--- src/rtl/inst_fetch_stage.sv ---
// Instruction fetch front end: owns the fetch PC, issues single-outstanding word reads,
// and buffers up to two {pc, inst} pairs for ID. Redirects flush and restart fetch.
module inst_fetch_stage #(
    parameter int                ADDR_W   = 32,
    parameter int                DATA_W   = 32,
    parameter logic [ADDR_W-1:0] RESET_PC = '0
) (
    input  logic              clk,
    input  logic              rst,
    output logic              mem_req,
    output logic [ADDR_W-1:0] mem_addr,
    input  logic              mem_ack,
    input  logic [DATA_W-1:0] mem_rdata,
    input  logic              redirect_valid,
    input  logic [ADDR_W-1:0] redirect_pc,
    output logic              id_valid,
    input  logic              id_ready,
    output logic [ADDR_W-1:0] id_pc,
    output logic [DATA_W-1:0] id_inst
);
    typedef enum logic [1:0] {S_IDLE, S_WAIT, S_DROP} state_t;

    state_t                 r_state, w_state_nx;
    logic [ADDR_W-1:0]      r_addr, w_addr_nx;
    logic [ADDR_W-1:0]      r_fetch_pc, w_fetch_pc_nx;
    logic [1:0][ADDR_W-1:0] r_buf_pc;
    logic [1:0][DATA_W-1:0] r_buf_inst;
    logic                   r_head;
    logic [1:0]             r_count;
    logic [1:0]             w_count_nx;
    logic                   w_pop, w_push, w_space, w_wr_idx;
    logic [ADDR_W-1:0]      w_target, w_pc_inc;

    assign w_target   = {redirect_pc[ADDR_W-1:2], 2'b00};
    assign w_pc_inc   = r_fetch_pc + ADDR_W'(4);
    assign w_pop      = (r_count != 2'd0) && id_ready && !redirect_valid;
    assign w_push     = (r_state == S_WAIT) && mem_ack && !redirect_valid;
    assign w_count_nx = redirect_valid ? 2'd0 : r_count + {1'b0, w_push} - {1'b0, w_pop};
    // Room for one more word after this edge's push/pop, so a push never meets a full buffer.
    assign w_space    = (w_count_nx != 2'd2);
    assign w_wr_idx   = r_head ^ r_count[0];

    assign mem_req  = (r_state != S_IDLE);
    assign mem_addr = r_addr;
    assign id_valid = (r_count != 2'd0);
    assign id_pc    = id_valid ? r_buf_pc[r_head]   : '0;
    assign id_inst  = id_valid ? r_buf_inst[r_head] : '0;

    always_comb begin
        w_state_nx    = r_state;
        w_addr_nx     = r_addr;
        w_fetch_pc_nx = r_fetch_pc;
        unique case (r_state)
            S_IDLE: begin
                if (redirect_valid) begin
                    w_state_nx    = S_WAIT;
                    w_addr_nx     = w_target;
                    w_fetch_pc_nx = w_target;
                end else if (w_space) begin
                    w_state_nx = S_WAIT;
                    w_addr_nx  = r_fetch_pc;
                end
            end
            S_WAIT: begin
                if (redirect_valid) begin
                    w_fetch_pc_nx = w_target;
                    if (mem_ack) w_addr_nx  = w_target;
                    else         w_state_nx = S_DROP;
                end else if (mem_ack) begin
                    w_fetch_pc_nx = w_pc_inc;
                    if (w_space) w_addr_nx  = w_pc_inc;
                    else         w_state_nx = S_IDLE;
                end
            end
            S_DROP: begin
                // The in-flight address stays on the port until acked; its data is thrown away.
                if (redirect_valid) begin
                    w_fetch_pc_nx = w_target;
                    if (mem_ack) begin
                        w_state_nx = S_WAIT;
                        w_addr_nx  = w_target;
                    end
                end else if (mem_ack) begin
                    if (w_space) begin
                        w_state_nx = S_WAIT;
                        w_addr_nx  = r_fetch_pc;
                    end else begin
                        w_state_nx = S_IDLE;
                    end
                end
            end
            default: w_state_nx = S_IDLE;
        endcase
    end

    always_ff @(posedge clk or negedge rst) begin
        if (!rst) begin
            r_state    <= S_IDLE;
            r_addr     <= RESET_PC;
            r_fetch_pc <= RESET_PC;
            r_head     <= 1'b0;
            r_count    <= 2'd0;
            r_buf_pc   <= '0;
            r_buf_inst <= '0;
        end else begin
            r_state    <= w_state_nx;
            r_addr     <= w_addr_nx;
            r_fetch_pc <= w_fetch_pc_nx;
            r_count    <= w_count_nx;
            if (w_pop) r_head <= ~r_head;
            if (w_push) begin
                r_buf_pc[w_wr_idx]   <= r_addr;
                r_buf_inst[w_wr_idx] <= mem_rdata;
            end
        end
    end
endmodule

--- config.mk ---
export PLATFORM = sky130hd
export DESIGN_NAME = inst_fetch_stage
export DESIGN_NICKNAME = d
export VERILOG_FILES = /design/src/rtl/inst_fetch_stage.sv
export SDC_FILE = /design/constraint.sdc
export NUM_CORES = 1
export LEC_CHECK = 0
export ABC_CLOCK_PERIOD_IN_PS = 4500
export BUFFER_PORTS_ARGS = -buffer_cell sky130_fd_sc_hd__buf_2
export CORE_MARGIN = 8
export CORE_UTILIZATION = 40
export CTS_BUF_LIST = sky130_fd_sc_hd__clkbuf_2
export DETAILED_ROUTE_END_ITERATION = 12
export GPL_ROUTABILITY_DRIVEN = 0
export GPL_TIMING_DRIVEN = 0
export PLACE_DENSITY = 0.6
export REMOVE_ABC_BUFFERS = 1
export SYNTH_ARGS = -nofsm -noshare
export SYNTH_HDL_FRONTEND = slang
export SYNTH_SLANG_ARGS = --single-unit
--- constraint.sdc ---
create_clock -name clk -period 4.5 [get_ports clk]
set_input_delay 0.9 -clock clk [delete_from_list [all_inputs] [get_ports clk]]
set_output_delay 0.9 -clock clk [all_outputs]
set_load 0.01 [all_outputs]
==> metrics.md, run 1 <==
| Metric | Value |
|---|---|
| Vias | `9201` |
| Worst path top cell family by delay | `buffers and inverters` |
| # H-tree levels | `4` |
| Synthesis-to-layout area growth | `13.5%` |
| Multi-input gate area | `about 6000 um2` |
| Skew-Pair Late Insertion Delay | `about 0.83 ns` |
| Crit path time final | `4.42 ns` |
| Setup violators final | `0` |
| Vias/cell | `about 5.6` |
| Power per Cell Area | `679 nW/um2` |
| Final wirelength | `31400 um` |
| Die width | `184 um` |
| Largest stage delay, worst path | `0.69 ns` |
| Initial Utilization | `40.7%` |
| Worst Tran Pin Value | `about 1.3 ns` |
| GRT Overall Usage | `a little under a fifth` |
| Sequential power share | `39.4%` |
| Initial drt markers | `665` |
| Die Ht | `184 um` |
| Fillers | `2735` |
| Crit end category | `flip-flop` |
| Layout cell share with drive strength beyond 1 | `30.3%` |
| Wire per inst | `19.1 um` |
| Worst hold path class | `in -> reg` |
| Cells along the critical path | `buf_4 -> clkinv_2 -> and3_1 -> ha_1 -> inv_1 -> ha_1 -> xnor3_2 -> nor2_4 -> a21oi_4 -> buf_16 -> mux2_1 -> o21a_1 -> a221o_1` |
| Leakage | `5.64 nW` |
| IR drop worst, VDD | `0.427 mV` |
| Crit Path Max Fanout | `88` |
| Sw Pwr | `3.89 mW` |
| Storage cell area | `4880 um2` |
| Port bufs | `roughly 160` |
| Initial antenna violation count | `5` |
| Cell accounting for the most synthesized area | `dfrtp_1` |
| Final worst slack | `0.0839 ns` |
| Power Internal | `roughly 4.8 mW` |
| First-pass detailed-route iteration total | `5` |
| Sequential area share after synthesis | `43.1%` |
| Leading post-synthesis cells by cell area | `dfrtp_1 (43%), mux2_2 (14%), mux2i_1 (9.0%), nor2_1 (4.0%), a21oi_1 (3.6%)` |
| Period utilization | `98.1%` |
| Cts bufs inserted | `17` |
| Synth top cells by count | `dfrtp_1 (195), mux2_2 (141), nor2_1 (122), mux2i_1 (102), a21oi_1 (81)` |
| Async set or reset register ratio after synthesis | `100%` |
| CTS tree | `done` |
| Crit start category | `primary input` |
| CP most frequent cell | `ha_1` |
| Gr ovfl total | `0` |
| DP Worst Slack | `-1.83 ns` |
| Max clock buf depth | `2` |
| Final hold violations | `0` |
| Synth Cell Area | `11300 um2` |
| Pin count of the biggest net entering global routing | `between 100 and 150` |
| Sink Count | `195` |
| CP bufs+invs | `4` |
| # Max-Cap Violations | `0` |
| Top FF cell, synth | `dfrtp_1` |
| Pins over their slew limit | `0` |
| Core Area | `27800 um2` |
| # IOs | `roughly 170` |
| Worst hold slack | `0.273 ns` |
| Die area | `33900 um2` |
| Combinational share of power | `49.7%` |
| HPWL reported at the end of detailed placement | `approximately 20000 um` |
| Number of synthesized flops with an enable pin | `0` |
| Yosys warns | `0` |
| Post-Synthesis Cells | `~1.1k` |
| # DRC | `0` |
| Reg clk slew, reported paths | `0.37 ns` |
| WP data arrival | `5.14 ns` |
| Data required time of the critical path | `5.22 ns` |
| Clk pwr share | `10.9%` |
| Post-route ant nets | `0` |
| Slowest CP cell | `buf_4` |
| Syn avg cell area | `9.92 um2` |
| Vias in the first global route | `between 9k and 10k` |
| Clk root buf | `clkbuf_2` |
| First-pass GRT wire length | `51000 um` |
| RSZ-0062 raised after global routing | `no` |
| Crit Path Category | `in -> reg` |
| Distinct cell type count after synthesis | `69` |
| Status | `finished, final reports clean` |
| Tot Pwr | `8.72 mW` |
| Share of the synthesized area in the top cell type | `43.1%` |
| Max Freq | `226 MHz` |
| Slew headroom | `15.0%` |
| Nets | `1322` |
| Switching portion of total power | `44.5%` |
| Top-count cell post-synth | `dfrtp_1` |
| Worst Skew | `between 0.07 and 0.08 ns` |
| Row count | `61` |
| Synthesized flop and latch total | `195` |
## per-stage QoR
step / setup TNS [ns] / instances / utilization, % / cell area (um2)
4_1_cts: 0 / 1637 / 46.1 / 12800
2_1_floorplan: -73.86 / 1047 / - / 10900
5_1_grt: 0 / 1640 / 46.2 / 12800
6_report: 0 / 1640 / 46.2 / 12800
3_5_place_dp: -45.44 / 1601 / 45.0 / 12500
3_3_place_gp: -790.07 / 1589 / 43.9 / 12200
## final timing paths
| kind | start | end | slack [ns] | depth (start not counted) |
|---|---|---|---|---|
| min | mem_rdata[9] | r_buf_inst[41] | 0.27 | 2 |
| max | redirect_valid | mem_addr[25] | 0.08 | 13 |
| max in group asynchronous | rst | r_buf_pc[43] | 2.93 | 3 |
| min in group asynchronous | rst | r_buf_pc[28] | 0.61 | 2 |
| max reg2reg | r_state[1] | mem_addr[25] | 0.30 | 14 |
| min reg2reg | r_buf_pc[32] | r_buf_pc[32] | 0.53 | 1 |
## power groups by stage
stage / combinational, mW / clock [mW] / sequential, mW
final: 4.34 / 0.947 / 3.44
after global routing: 4.81 / 1.05 / 3.59
after CTS: 4.36 / 0.989 / 3.43
after detailed placement: 4.31 / 0 / 3.48
after global placement: 4.12 / 0 / 3.53
after floorplan: 3.00 / 0 / 3.35
## final cells by class
class                           instances  area share [%]
Multi-Input combinational cell        836            47.0
Sequential cell                       195            38.0
Timing Repair Buffer                  179            8.61
Tap cell                              378            3.68
Clock inverter                         14            1.44
Clock buffer                           18           0.702
Inverter                               17           0.507
Antenna cell                            3          0.0585
## registers in the layout (all words and copies together) (netlist names)
name,flops
mem_addr,32
r_buf_pc,64
r_buf_inst,64
r_count,2
r_fetch_pc,30
r_state,2
r_head,1
## routing by layer
metal	vias to the layer above	track usage, %	part of all wire [%]
met5	-	0	0.064
met3	20	4.21	6.6
met4	4	4.65	0.88
met2	277	30.5	47
li1	4355	-	-
met1	4545	24.8	45
## logic make-up (layout without fill, tap and decap cells)
family,after synthesis,after routing,synth area share [%]
XOR/XNOR,23,23,1.91
AO/OA/AOI/OAI,265,265,14.2
multiplexers,248,248,23.6
buffers and inverters,110,228,4.24
flip-flops,195,195,43.1
other,0,3,0
AND/OR/NAND/NOR,292,293,12.2
adder cells (fa/ha/maj),7,7,0.774
## cell usage in the layout, fill, tap and decap left out, drive strengths merged, types with 7 or more instances in the layout
master  Yosys  routed
o22ai      16      16
a21o        8       8
a211oi      8       8
a21oi      81      81
mux2      146     146
nor2      124     125
o21ai      81      81
nand2      75      75
xnor2      15      15
dfrtp     195     195
ha          7       7
and3        7       7
buf        45     178
or3         7       7
clkinv      1       9
nand3      22      22
inv        16      22
nor3       17      17
o221ai     12      12
nand4      13      13
a31oi      20      20
xor2        7       7
clkbuf     48      18
mux2i     102     102
## timing repair
item / in CTS / in global routing
resized for setup: 4 / 2
pin swaps: 1 / 0
gates cloned: 1 / 0
hold buffers: 1 / 0
endpoints found under the setup margin: 34 / 21
setup buffers: 2 / 0
hold endpoints to repair: 16 / 0
(Power assumes the default switching activity.)
==> run 2: changes to the inputs <==
==> constraint.sdc (replaced) <==
create_clock -name clk -period 4.5 [get_ports clk]
set_input_delay 1.125 -clock clk [delete_from_list [all_inputs] [get_ports clk]]
set_output_delay 1.125 -clock clk [all_outputs]
set_load 0.01 [all_outputs]
==> metrics.md, run 2 (synthesis gave the netlist of run 1 again) <==
| Metric | Value |
|---|---|
| Port bufs | `164` |
| Pins over their slew limit | `0` |
| Gr ovfl total | `0` |
| Nets | `1321` |
| Max Freq | `about 230 MHz` |
| Pin count of the biggest net entering global routing | `~120` |
| Worst Tran Pin Value | `1.27 ns` |
| Crit Path Category | `in -> reg` |
| IR drop worst, VDD | `between 0.4 and 0.5 mV` |
| Setup violators final | `0` |
| Initial drt markers | `between 600 and 700` |
| Layout cell share with drive strength beyond 1 | `30.4%` |
| Status | `finished, final reports clean` |
| Commonest non-fill, non-tap cell in the layout | `dfrtp_1` |
| Clk root buf | `clkbuf_2` |
| Post-DP Area | `12500 um2` |
| Vias in the first global route | `~9.3k` |
| Vias/cell | `5.58` |
| Crit start category | `primary input` |
| Final hold violations | `0` |
| # DRC | `0` |
| Leakage | `around 5.6 nW` |
| Die width | `184 um` |
| Cts bufs inserted | `17` |
| Skew-Pair Late Insertion Delay | `0.85 ns` |
| # H-tree levels | `4` |
| Crit path time final | `around 4.3 ns` |
| Die area | `33900 um2` |
| Initial Utilization | `between 40% and 50%` |
| Period utilization | `between 90% and 100%` |
| Worst hold path class | `in -> async` |
| Finished Cell Area | `12800 um2` |
| Row count | `61` |
| Wire per inst | `about 19 um` |
| Worst Skew | `0.0725 ns` |
| Reg clk slew, reported paths | `0.33 ns` |
| Largest stage delay, worst path | `0.52 ns` |
| Synthesis-to-layout area growth | `13.4%` |
| Cells along the critical path | `buf_6 -> clkinv_2 -> and3_1 -> ha_1 -> inv_1 -> ha_1 -> xnor3_2 -> nor2_4 -> a21oi_4 -> buf_16 -> mux2_1 -> o21a_1 -> a221o_1` |
| First-pass detailed-route iteration total | `5` |
| HPWL reported at the end of detailed placement | `20400 um` |
| GRT Overall Usage | `18.7%` |
| # IOs | `167` |
| WP data arrival | `5.05 ns` |
| RSZ-0062 raised after global routing | `no` |
| CP most frequent cell | `ha_1` |
| Core Area | `27800 um2` |
| Max clock buf depth | `2` |
| Inst Count DP | `1601` |
| First-pass GRT wire length | `51000 um` |
| # Max-Cap Violations | `0` |
| Final std cells w/o fill | `about 1.6k` |
| Sink Count | `195` |
| Slowest CP cell | `clkinv_2` |
| Final wirelength | `31500 um` |
| Data required time of the critical path | `5.24 ns` |
| Crit end category | `flip-flop` |
| Slew headroom | `15.1%` |
| Initial antenna violation count | `5` |
| Power per Cell Area | `680 nW/um2` |
| Die Ht | `between 150 and 200 um` |
| Post-route ant nets | `0` |
| FF-to-FF setup slack | `0.30 ns` |
| Vias | `9153` |
| Most frequent cells in the layout | `dfrtp_1 (194), buf_2 (162), mux2_2 (141), nor2_1 (121), mux2i_1 (102)` |
| Crit Path Max Fanout | `around 90` |
| CTS tree | `done` |
run 2: repair_timing:
| item | 4_1_cts | 5_1_grt |
|---|---|---|
| endpoints found under the setup margin | 34 | 21 |
| setup buffers | 2 | 0 |
| cloned | 1 | 0 |
| pin swaps | 1 | 0 |
| hold buffers | 0 | 0 |
| resized for setup | 4 | 3 |
run 2: final timing paths:
check	startpoint	end	depth (start not counted)
min reg2reg	r_buf_pc[32]	r_buf_pc[32]	1
min	rst	r_buf_pc[28]	1
max reg2reg	r_state[1]	mem_addr[25]	14
min in group clk	mem_rdata[9]	r_buf_inst[41]	2
max in group asynchronous	rst	r_fetch_pc[20]	2
max	redirect_valid	mem_addr[25]	13
run 2: area by class of cell:
class | count | area [um2]
Timing Repair Buffer | 178 | 1100
Clock inverter | 14 | 185
Sequential cell | 195 | 4880
Antenna cell | 3 | 7.51
Fill cell | 2734 | 15000
Clock buffer | 18 | 90.1
Multi-Input combinational cell | 836 | 6030
Tap cell | 378 | 473
Inverter | 17 | 65.1
run 2: stage by stage:
stage	setup TNS (ns)	total power [mW]	hold slack, ns	setup WS [ns]	utilization (%)
floorplan	-79.57	6.35	0.458	-1.97	-
global placement	-855.32	7.65	0.467	-5.09	43.9
detailed placement	-53.09	7.79	0.475	-2.05	45.0
CTS	0	8.78	0.200	0.0110	46.1
global route	0	9.45	0.194	0.0876	46.2
finish	0	8.73	0.225	0.187	46.2
run 2: power breakdown:
part	total, mW	internal [mW]	leakage, nW	switching (mW)
Clock	0.952	0.202	0.159	0.750
Combinational	4.33	2.04	3.13	2.29
Sequential	3.44	2.59	2.35	0.849
Total	8.73	4.84	5.64	3.89
run 2: routing by layer:
metal | vias up | routed length (um) | part of all wire [%] | GRT usage [%]
li1 | 4349 | - | - | -
met1 | 4500 | 14200 | 45 | 24.8
met2 | 274 | 14800 | 47 | 30.5
met3 | 26 | 2120 | 6.7 | 4.21
met4 | 4 | 314 | 1.0 | 4.65
met5 | - | 20 | 0.064 | 0
run 2: critical path: cells and delay by family:
family          cells  cell delay (ns)
simple gates        2             0.43
buf+inv             4             1.30
compound gates      3             0.86
mux                 1             0.35
xor+xnor            1             0.45
fa+ha+maj           2             0.46
